==> src/rtl/sprite_mixer.sv <==
// N-sprite compositor for the 1024x768 VGA pipeline: frame-latched positions, index priority, colour key.
// Optional sticky overlap detector is built only when SPR_COLLIDE_EN is defined.
module sprite_mixer #(
  parameter int          N_SPR  = 4,
  parameter int          SPR_W  = 64,
  parameter int          SPR_H  = 64,
  parameter logic [11:0] TRANSP = 12'hF0F,
  localparam int         AW     = $clog2(SPR_W) + $clog2(SPR_H)
) (
  input  logic                clk,
  input  logic                rst,
  input  logic [10:0]         hcount_in,
  input  logic [9:0]          vcount_in,
  input  logic                hsync_in,
  input  logic                vsync_in,
  input  logic                hblnk_in,
  input  logic                vblnk_in,
  input  logic [11:0]         rgb_in,
  input  logic [N_SPR*12-1:0] xpos_in,
  input  logic [N_SPR*12-1:0] ypos_in,
  input  logic [N_SPR-1:0]    spr_en,
  output logic [N_SPR*AW-1:0] rom_addr,
  input  logic [N_SPR*12-1:0] rom_data,
  output logic [10:0]         hcount_out,
  output logic [9:0]          vcount_out,
  output logic                hsync_out,
  output logic                vsync_out,
  output logic                hblnk_out,
  output logic                vblnk_out,
  output logic [11:0]         rgb_out,
  output logic [N_SPR-1:0]    hit,
  output logic                collide
);
  localparam int LW = $clog2(SPR_W);
  localparam int LH = $clog2(SPR_H);

  typedef struct packed {
    logic [10:0] hcount;
    logic [9:0]  vcount;
    logic        hsync;
    logic        vsync;
    logic        hblnk;
    logic        vblnk;
    logic [11:0] rgb;
  } timing_t;

  logic              vblnk_q;
  logic              frame_rise;
  logic [11:0]       sx [N_SPR];
  logic [11:0]       sy [N_SPR];
  logic [N_SPR-1:0]  en;

  assign frame_rise = vblnk_in & ~vblnk_q;

  // NOTE: the shadow arrays are a handful of flops, not a RAM, so resetting them is cheap and keeps sprites off after reset.
  always_ff @(posedge clk) begin
    if (rst) begin
      vblnk_q <= 1'b0;
      en      <= '0;
      for (int i = 0; i < N_SPR; i++) begin
        sx[i] <= '0;
        sy[i] <= '0;
      end
    end else begin
      vblnk_q <= vblnk_in;
      if (frame_rise) begin
        en <= spr_en;
        for (int i = 0; i < N_SPR; i++) begin
          sx[i] <= xpos_in[12*i +: 12];
          sy[i] <= ypos_in[12*i +: 12];
        end
      end
    end
  end

  // S1: window test in 13 bits so sx+SPR_W cannot wrap; address is the low bits of (pixel - origin).
  logic [N_SPR-1:0]    in_c;
  logic [N_SPR*AW-1:0] addr_c;

  // NOTE: every variable is given a default before the loop so no path leaves it unassigned (no latch).
  always_comb begin
    in_c   = '0;
    addr_c = '0;
    for (int i = 0; i < N_SPR; i++) begin
      in_c[i] = en[i]
        && ({2'b00, hcount_in}  >= {1'b0, sx[i]})
        && ({2'b00, hcount_in}  <  {1'b0, sx[i]} + 13'(SPR_W))
        && ({3'b000, vcount_in} >= {1'b0, sy[i]})
        && ({3'b000, vcount_in} <  {1'b0, sy[i]} + 13'(SPR_H));
      if (in_c[i])
        addr_c[AW*i +: AW] = {vcount_in[LH-1:0] - sy[i][LH-1:0],
                              hcount_in[LW-1:0] - sx[i][LW-1:0]};
    end
  end

  logic [N_SPR-1:0] in1, in2;
  timing_t          d1, d2;
  logic [N_SPR-1:0] op;
  logic [11:0]      pix;
  logic             blank;

  // S3: key out transparent pixels, then the lowest opaque index wins.
  always_comb begin
    op  = in2;
    pix = d2.rgb;
    for (int i = 0; i < N_SPR; i++)
      if (rom_data[12*i +: 12] == TRANSP) op[i] = 1'b0;
    for (int i = N_SPR - 1; i >= 0; i--)
      if (op[i]) pix = rom_data[12*i +: 12];
  end

  assign blank = d2.hblnk | d2.vblnk;

  // NOTE: pipeline state uses non-blocking assignments so each stage sees the previous stage's old value.
  always_ff @(posedge clk) begin
    if (rst) begin
      rom_addr   <= '0;
      in1        <= '0;
      in2        <= '0;
      d1         <= '0;
      d2         <= '0;
      hcount_out <= '0;
      vcount_out <= '0;
      hsync_out  <= 1'b0;
      vsync_out  <= 1'b0;
      hblnk_out  <= 1'b0;
      vblnk_out  <= 1'b0;
      rgb_out    <= '0;
      hit        <= '0;
    end else begin
      rom_addr   <= addr_c;
      in1        <= in_c;
      d1         <= '{hcount_in, vcount_in, hsync_in, vsync_in, hblnk_in, vblnk_in, rgb_in};
      in2        <= in1;
      d2         <= d1;
      hcount_out <= d2.hcount;
      vcount_out <= d2.vcount;
      hsync_out  <= d2.hsync;
      vsync_out  <= d2.vsync;
      hblnk_out  <= d2.hblnk;
      vblnk_out  <= d2.vblnk;
      rgb_out    <= blank ? 12'h000 : pix;
      hit        <= blank ? '0 : op;
    end
  end

`ifdef SPR_COLLIDE_EN
  // Two or more opaque bits on a visible pixel; the frame clear takes precedence.
  always_ff @(posedge clk) begin
    if (rst)
      collide <= 1'b0;
    else if (frame_rise)
      collide <= 1'b0;
    else if (!blank && ((op & (op - N_SPR'(1))) != '0))
      collide <= 1'b1;
  end
`else
  assign collide = 1'b0;
`endif

endmodule
==> config.mk <==
export PLATFORM = sky130hd
export DESIGN_NAME = sprite_mixer
export DESIGN_NICKNAME = d
export VERILOG_FILES = /design/src/rtl/sprite_mixer.sv
export SDC_FILE = /design/constraint.sdc
export NUM_CORES = 1
export LEC_CHECK = 0
export ABC_AREA = 0
export BUFFER_PORTS_ARGS = -buffer_cell sky130_fd_sc_hd__clkbuf_2
export CAP_MARGIN = 15
export CORE_AREA = 2 2 185 187
export DETAILED_ROUTE_END_ITERATION = 10
export DIE_AREA = 0 0 187 189
export PLACE_DENSITY = 0.61
export SLEW_MARGIN = 25
export SYNTH_ARGS = -nofsm -noshare
export SYNTH_HDL_FRONTEND = slang
export SYNTH_SLANG_ARGS = --single-unit
==> constraint.sdc <==
create_clock -name clk -period 5.1 [get_ports clk]
set_clock_uncertainty 0.15 [all_clocks]
set_input_delay 1.02 -clock clk [delete_from_list [all_inputs] [get_ports clk]]
set_output_delay 1.02 -clock clk [all_outputs]
set_load 0.005 [all_outputs]
* Yosys cells after proc, flatten, opt, wreduce, memory -nomap -nowiden
Memory sizes are Yosys's and may differ from the RTL's.
Cells that the tools add are included.
** Word-level totals
- Input bits :: 187
- Memories kept :: 2
- Register bits after elaboration :: 175
- Bits in writable memories :: 96
** Memories
- sx :: words 4, width 12, read ports 4, clocked after Yosys merged registers in 0, write ports 4, line 49 : logic [11:0] sx [N_SPR];
- sy :: words 4, width 12, read ports 4, clocked after Yosys merged registers in 0, write ports 4, line 50 : logic [11:0] sy [N_SPR];
** Operators by class
- Magnitude comparators :: 16
- Equal/unequal tests :: 4
- Add/sub/neg operators :: 16
- Reduce and logical (&&, ||, !) cells :: 21
- Bitwise gates (word level) :: 15
- Multiplexer cells :: 21
** Operators by type and width (count)
- $mux 12 :: 12
- $add 12x7->13 const B :: 8
- $lt 10x13->1 :: 4
- $lt 11x13->1 :: 4
- $eq 12x12->1 const B :: 4
- $ge 10x12->1 :: 4
- $ge 11x12->1 :: 4
- $sub 6x6->6 :: 8
- $logic_and 1x1->1 :: 16
- $reduce_or 2->1 :: 5
- $mux 1 :: 9
- $or 1x1->1 :: 9
- $not 1->1 :: 5
- $and 1x1->1 :: 1

* Logic depth before layout (Yosys ltp)
An unclocked memory read counts as a cell.
- Depth in word-level cells :: 8
- Mapped depth :: 11
- Gate-level depth less buffers :: 10

* Worst setup path before layout
No wires, ideal clock.
- Path type :: input -> register
- Start :: input port rst
- End :: memory sx[0][0] (enable)
- Setup slack :: 1051 ps
- Data required time :: 4501 ps
- Cell stages on the path :: 4
- Data arrival time :: 3450 ps
- Cells stage by stage :: buf_2 clkbuf_1 a21oi_1 inv_1
** RTL lines
- start, declared :: line 11 : input logic rst,
- end, declared :: line 49

* Final worst setup path
- Start :: input port hcount_in[1]
- End :: register rom_addr[33]
** On the way
- Cells in the longest elaborated chain, start to end :: 7
- Elaborated cells between the ends (all ways) :: 8
- Classes of those cells :: 2 x order compare; 1 x bitwise; 5 x reduce/logical
** Ends and longest elaborated chain
- start, declared :: line 12 : input logic [10:0] hcount_in,
- $ge 11x12->1 :: line 86 : && ({2'b00, hcount_in} >= {1'b0, sx[i]})
- $logic_and 1x1->1 :: line 86
- $logic_and 1x1->1 (*) :: line 87 : && ({2'b00, hcount_in} < {1'b0, sx[i]} + 13'(SPR_W))
- $logic_and 1x1->1 (*) :: line 88 : && ({3'b000, vcount_in} >= {1'b0, sy[i]})
- $logic_and 1x1->1 (*) :: line 89 : && ({3'b000, vcount_in} < {1'b0, sy[i]} + 13'(SPR_H));
- $not 1->1 (no source line) (*)
- $reduce_or 2->1 (no source line) (*)
- end signal, assigned :: line 131 : rom_addr <= addr_c;
- end, declared :: line 22 : output logic [N_SPR*AW-1:0] rom_addr,
Mark *: on every way between the ends. The rest lies on a longest branch, timed or not.
A chain may end at the register's enable or synchronous reset.

==> results.sh <==
export IMPL_cp_top_family="simple AND/OR/NAND/NOR gates"
export IMPL_syn_avg_cell_area_um2=10.5
export IMPL_fin_crit_ns=3.38
export IMPL_pin_count=277
export IMPL_start_util_pct=39.7
export IMPL_slew_viol_final=0
export IMPL_drt_iter0_drc=428
export IMPL_drc=0
export IMPL_tightest_slew_ns=0.874
export IMPL_grt_pass1_wl_mm=52.9
export IMPL_synth_top_area_share_pct=26.5
export IMPL_gr_total_overflow=0
export IMPL_synth_commonest_cells="dfxtp_1, ha_1, nor2b_1"
export IMPL_synthCells=1256
export IMPL_grt_pass1_vias=10020
export IMPL_required_ns=5.36
export IMPL_ys_ff_latch=271
export IMPL_drt_wirelength_per_cell_um=16.9
export IMPL_cts_made_buffers=34
export IMPL_synth_area_leaders="dfxtp_1, edfxtp_1, ha_1"
export IMPL_tns_ns=0
export IMPL_routed_wl_mm=33.7
export IMPL_synthFlopType="dfxtp_1"
export IMPL_vias_per_cell=5.06
export IMPL_dpl_hpwl_mm=25.9
export IMPL_synth_top_area_cell="dfxtp_1"
export IMPL_relSlewSlack_pct=41.5
export IMPL_power_total_mw=5.61
export IMPL_slowest_delay_ns=0.51
export IMPL_setup_violations=0
export IMPL_rows=67
export IMPL_cts_tree="built"
export IMPL_worstSetupStartpointType="input port"
export IMPL_grt_max_degree=99
export IMPL_die_y_um=189
export IMPL_whs_ns=0.268
export IMPL_regArea_um2=6390
export IMPL_die_w_um=187
export IMPL_rsz0062_at_grt="no"
export IMPL_crit_path_max_fanout=13
export IMPL_htree_levels=2
export IMPL_async_flop_share_pct=0
export IMPL_n_antenna_cell=0
export IMPL_cts_repair_resized=0
export IMPL_vdd_drop_max_v=0.000237
export IMPL_crit_slowest_cell="fa_1"
export IMPL_p_per_area_nw_per_um2=345
export IMPL_critical_path_buf_inv_count=2
export IMPL_synth_edf_count=96
export IMPL_die_area_um2=35300
export IMPL_cap_violations=0
export IMPL_drtPass1Iterations=5
export IMPL_fin_ws_ns=1.72
export IMPL_cp_arrival_ns=3.64
export IMPL_gp_congestion=0.936
export IMPL_clk_path_buf_depth=3
export IMPL_area_growth_pct=23.2
export IMPL_synth_warning_count=0
export IMPL_syn_cell_area_um2=13200
export IMPL_timing_fmax_mhz=296
export IMPL_cts_sinks=271
export IMPL_cts_root_buf="clkbuf_16"
export IMPL_nets=1849
export IMPL_synth_nets=1579
export IMPL_leakagePower_nw=7.40
export IMPL_pre_cts_ws_ns=1.19
export IMPL_port_buffers=275
export IMPL_yosysMostFrequentCell="dfxtp_1"
export IMPL_fin_crit_sh_pct=66.2
export IMPL_antenna_found_initial=0
export IMPL_ant_nets=0
export IMPL_clkTransAtPathRegs_ns=0.06
export IMPL_clk_latency_ns=0.52
export IMPL_synth_cell_type_count=65
export IMPL_fillers=3126
export IMPL_path_cells="clkbuf_2, inv_1, fa_1, nand2b_1, a21oi_1, a41oi_1, nor4_1, o2111ai_2, nor4bb_1"
export IMPL_cts_setup_buffers=0
export IMPL_vias=10117
export IMPL_end_kind="register"
export IMPL_critPathKind="in -> reg"
export IMPL_yosysSeqAreaShare_pct=48.4
export IMPL_status="complete, no violations"
export IMPL_drive_gt1_share_pct=22.7
export IMPL_hold_violations=0
export IMPL_multi_input_area_um2=6240
export IMPL_ctsHoldBuffers=0
export IMPL_core_um2=33300
export IMPL_min_path_type="reg -> reg"
export IMPL_grtUsageTotal_pct=18.9
-- power breakdown --
part	internal, mW	total, mW	switching, mW
Sequential	2.33	2.37	0.0390
Combinational	0.303	0.691	0.388
Clock	1.63	2.55	0.918
-- state kept, by name, summed over array words and instances (netlist names) --
signal / flops
d1: 37
d2: 37
en: 4
hblnk_out: 1
hcount_out: 11
hit: 4
hsync_out: 1
in1: 4
in2: 4
rgb_out: 12
rom_addr: 48
sx: 48
sy: 48
vblnk_out: 1
vcount_out: 10
vsync_out: 1
-- metal layers --
layer | wire (µm) | GRT usage [%] | share of wire, % | vias up
li1 | - | - | - | 5049
met1 | 15900 | 25.7 | 47 | 4668
met2 | 15000 | 30.1 | 44 | 336
met3 | 1810 | 3.35 | 5.4 | 64
met4 | 1020 | 7.20 | 3.0 | 0
met5 | 0 | 0 | 0 | -
-- final cells by class --
| type | count | area share, % |
|---|---|---|
| Timing Repair Buffer | 283 | 8.97 |
| Inverter | 105 | 2.43 |
| Clock buffer | 53 | 6.69 |
| Tap cell | 448 | 3.45 |
| Multi-Input combinational cell | 831 | 38.4 |
| Clock inverter | 8 | 0.854 |
| Sequential cell | 271 | 39.3 |
-- kinds of logic (layout without fill, tap and decap cells) --
| kind of cell | count (synthesis) | in the layout | share of synthesized area, % |
|---|---|---|---|
| AO/OA/AOI/OAI | 207 | 207 | 10.5 |
| XOR/XNOR | 42 | 42 | 2.79 |
| adder cells (fa/ha/maj) | 136 | 136 | 13.3 |
| buffers and inverters | 154 | 449 | 4.56 |
| flip-flops | 271 | 271 | 48.4 |
| multiplexers | 11 | 11 | 0.843 |
| other | 1 | 1 | 0.0284 |
| AND/OR/NAND/NOR | 434 | 434 | 19.6 |
-- metrics by stage --
| stage | area, µm² | util, % | std cells |
|---|---|---|---|
| 2_1_floorplan | 13200 | - | 1256 |
| 3_3_place_gp | 15000 | 45.1 | 1937 |
| 3_5_place_dp | 15000 | 45.1 | 1937 |
| 4_1_cts | 16200 | 48.8 | 1998 |
| 5_1_grt | 16300 | 48.9 | 1999 |
| 6_report | 16300 | 48.9 | 1999 |
-- cells in the final DEF (no fill, tap or decap), types with 8 or more instances in the layout --
cell type / instances
o21ai_0: 45
nand4b_1: 12
o22ai_1: 8
edfxtp_1: 96
nor2_1: 53
inv_1: 102
dfxtp_1: 175
clkbuf_16: 39
nor4_1: 12
a21oi_1: 49
xor2_1: 12
nor3_1: 36
nand2b_1: 16
mux2i_1: 10
o21a_1: 21
a21o_1: 8
buf_4: 8
clkbuf_2: 274
nor2b_1: 110
and3_1: 97
nand2_1: 29
nand3_1: 21
clkbuf_1: 8
ha_1: 128
o31a_1: 10
xnor2_1: 30
fa_1: 8
-- worst reg2reg max path, stage by stage, from the launching register on --
cell and delay, ns:
edfxtp_1 0.47, ha_1 0.27, xnor2_1 0.17, ha_1 0.26, and3b_1 0.20, a221o_1 0.34, nand4b_1 0.10, o311a_1 0.22
o2111ai_2 0.35, nor4bb_1 0.38
-- worst paths after layout --
check             depth (start not counted)           end          from  slack [ns]
hold reg to reg                           1        d2[35]        d1[35]        0.27
setup reg to reg                          9  rom_addr[33]      sy[2][6]        2.09
setup / recovery                          9  rom_addr[33]  hcount_in[1]        1.72
hold / removal                            1        d2[35]        d1[35]        0.27
Power figures use the tool's default switching activity.
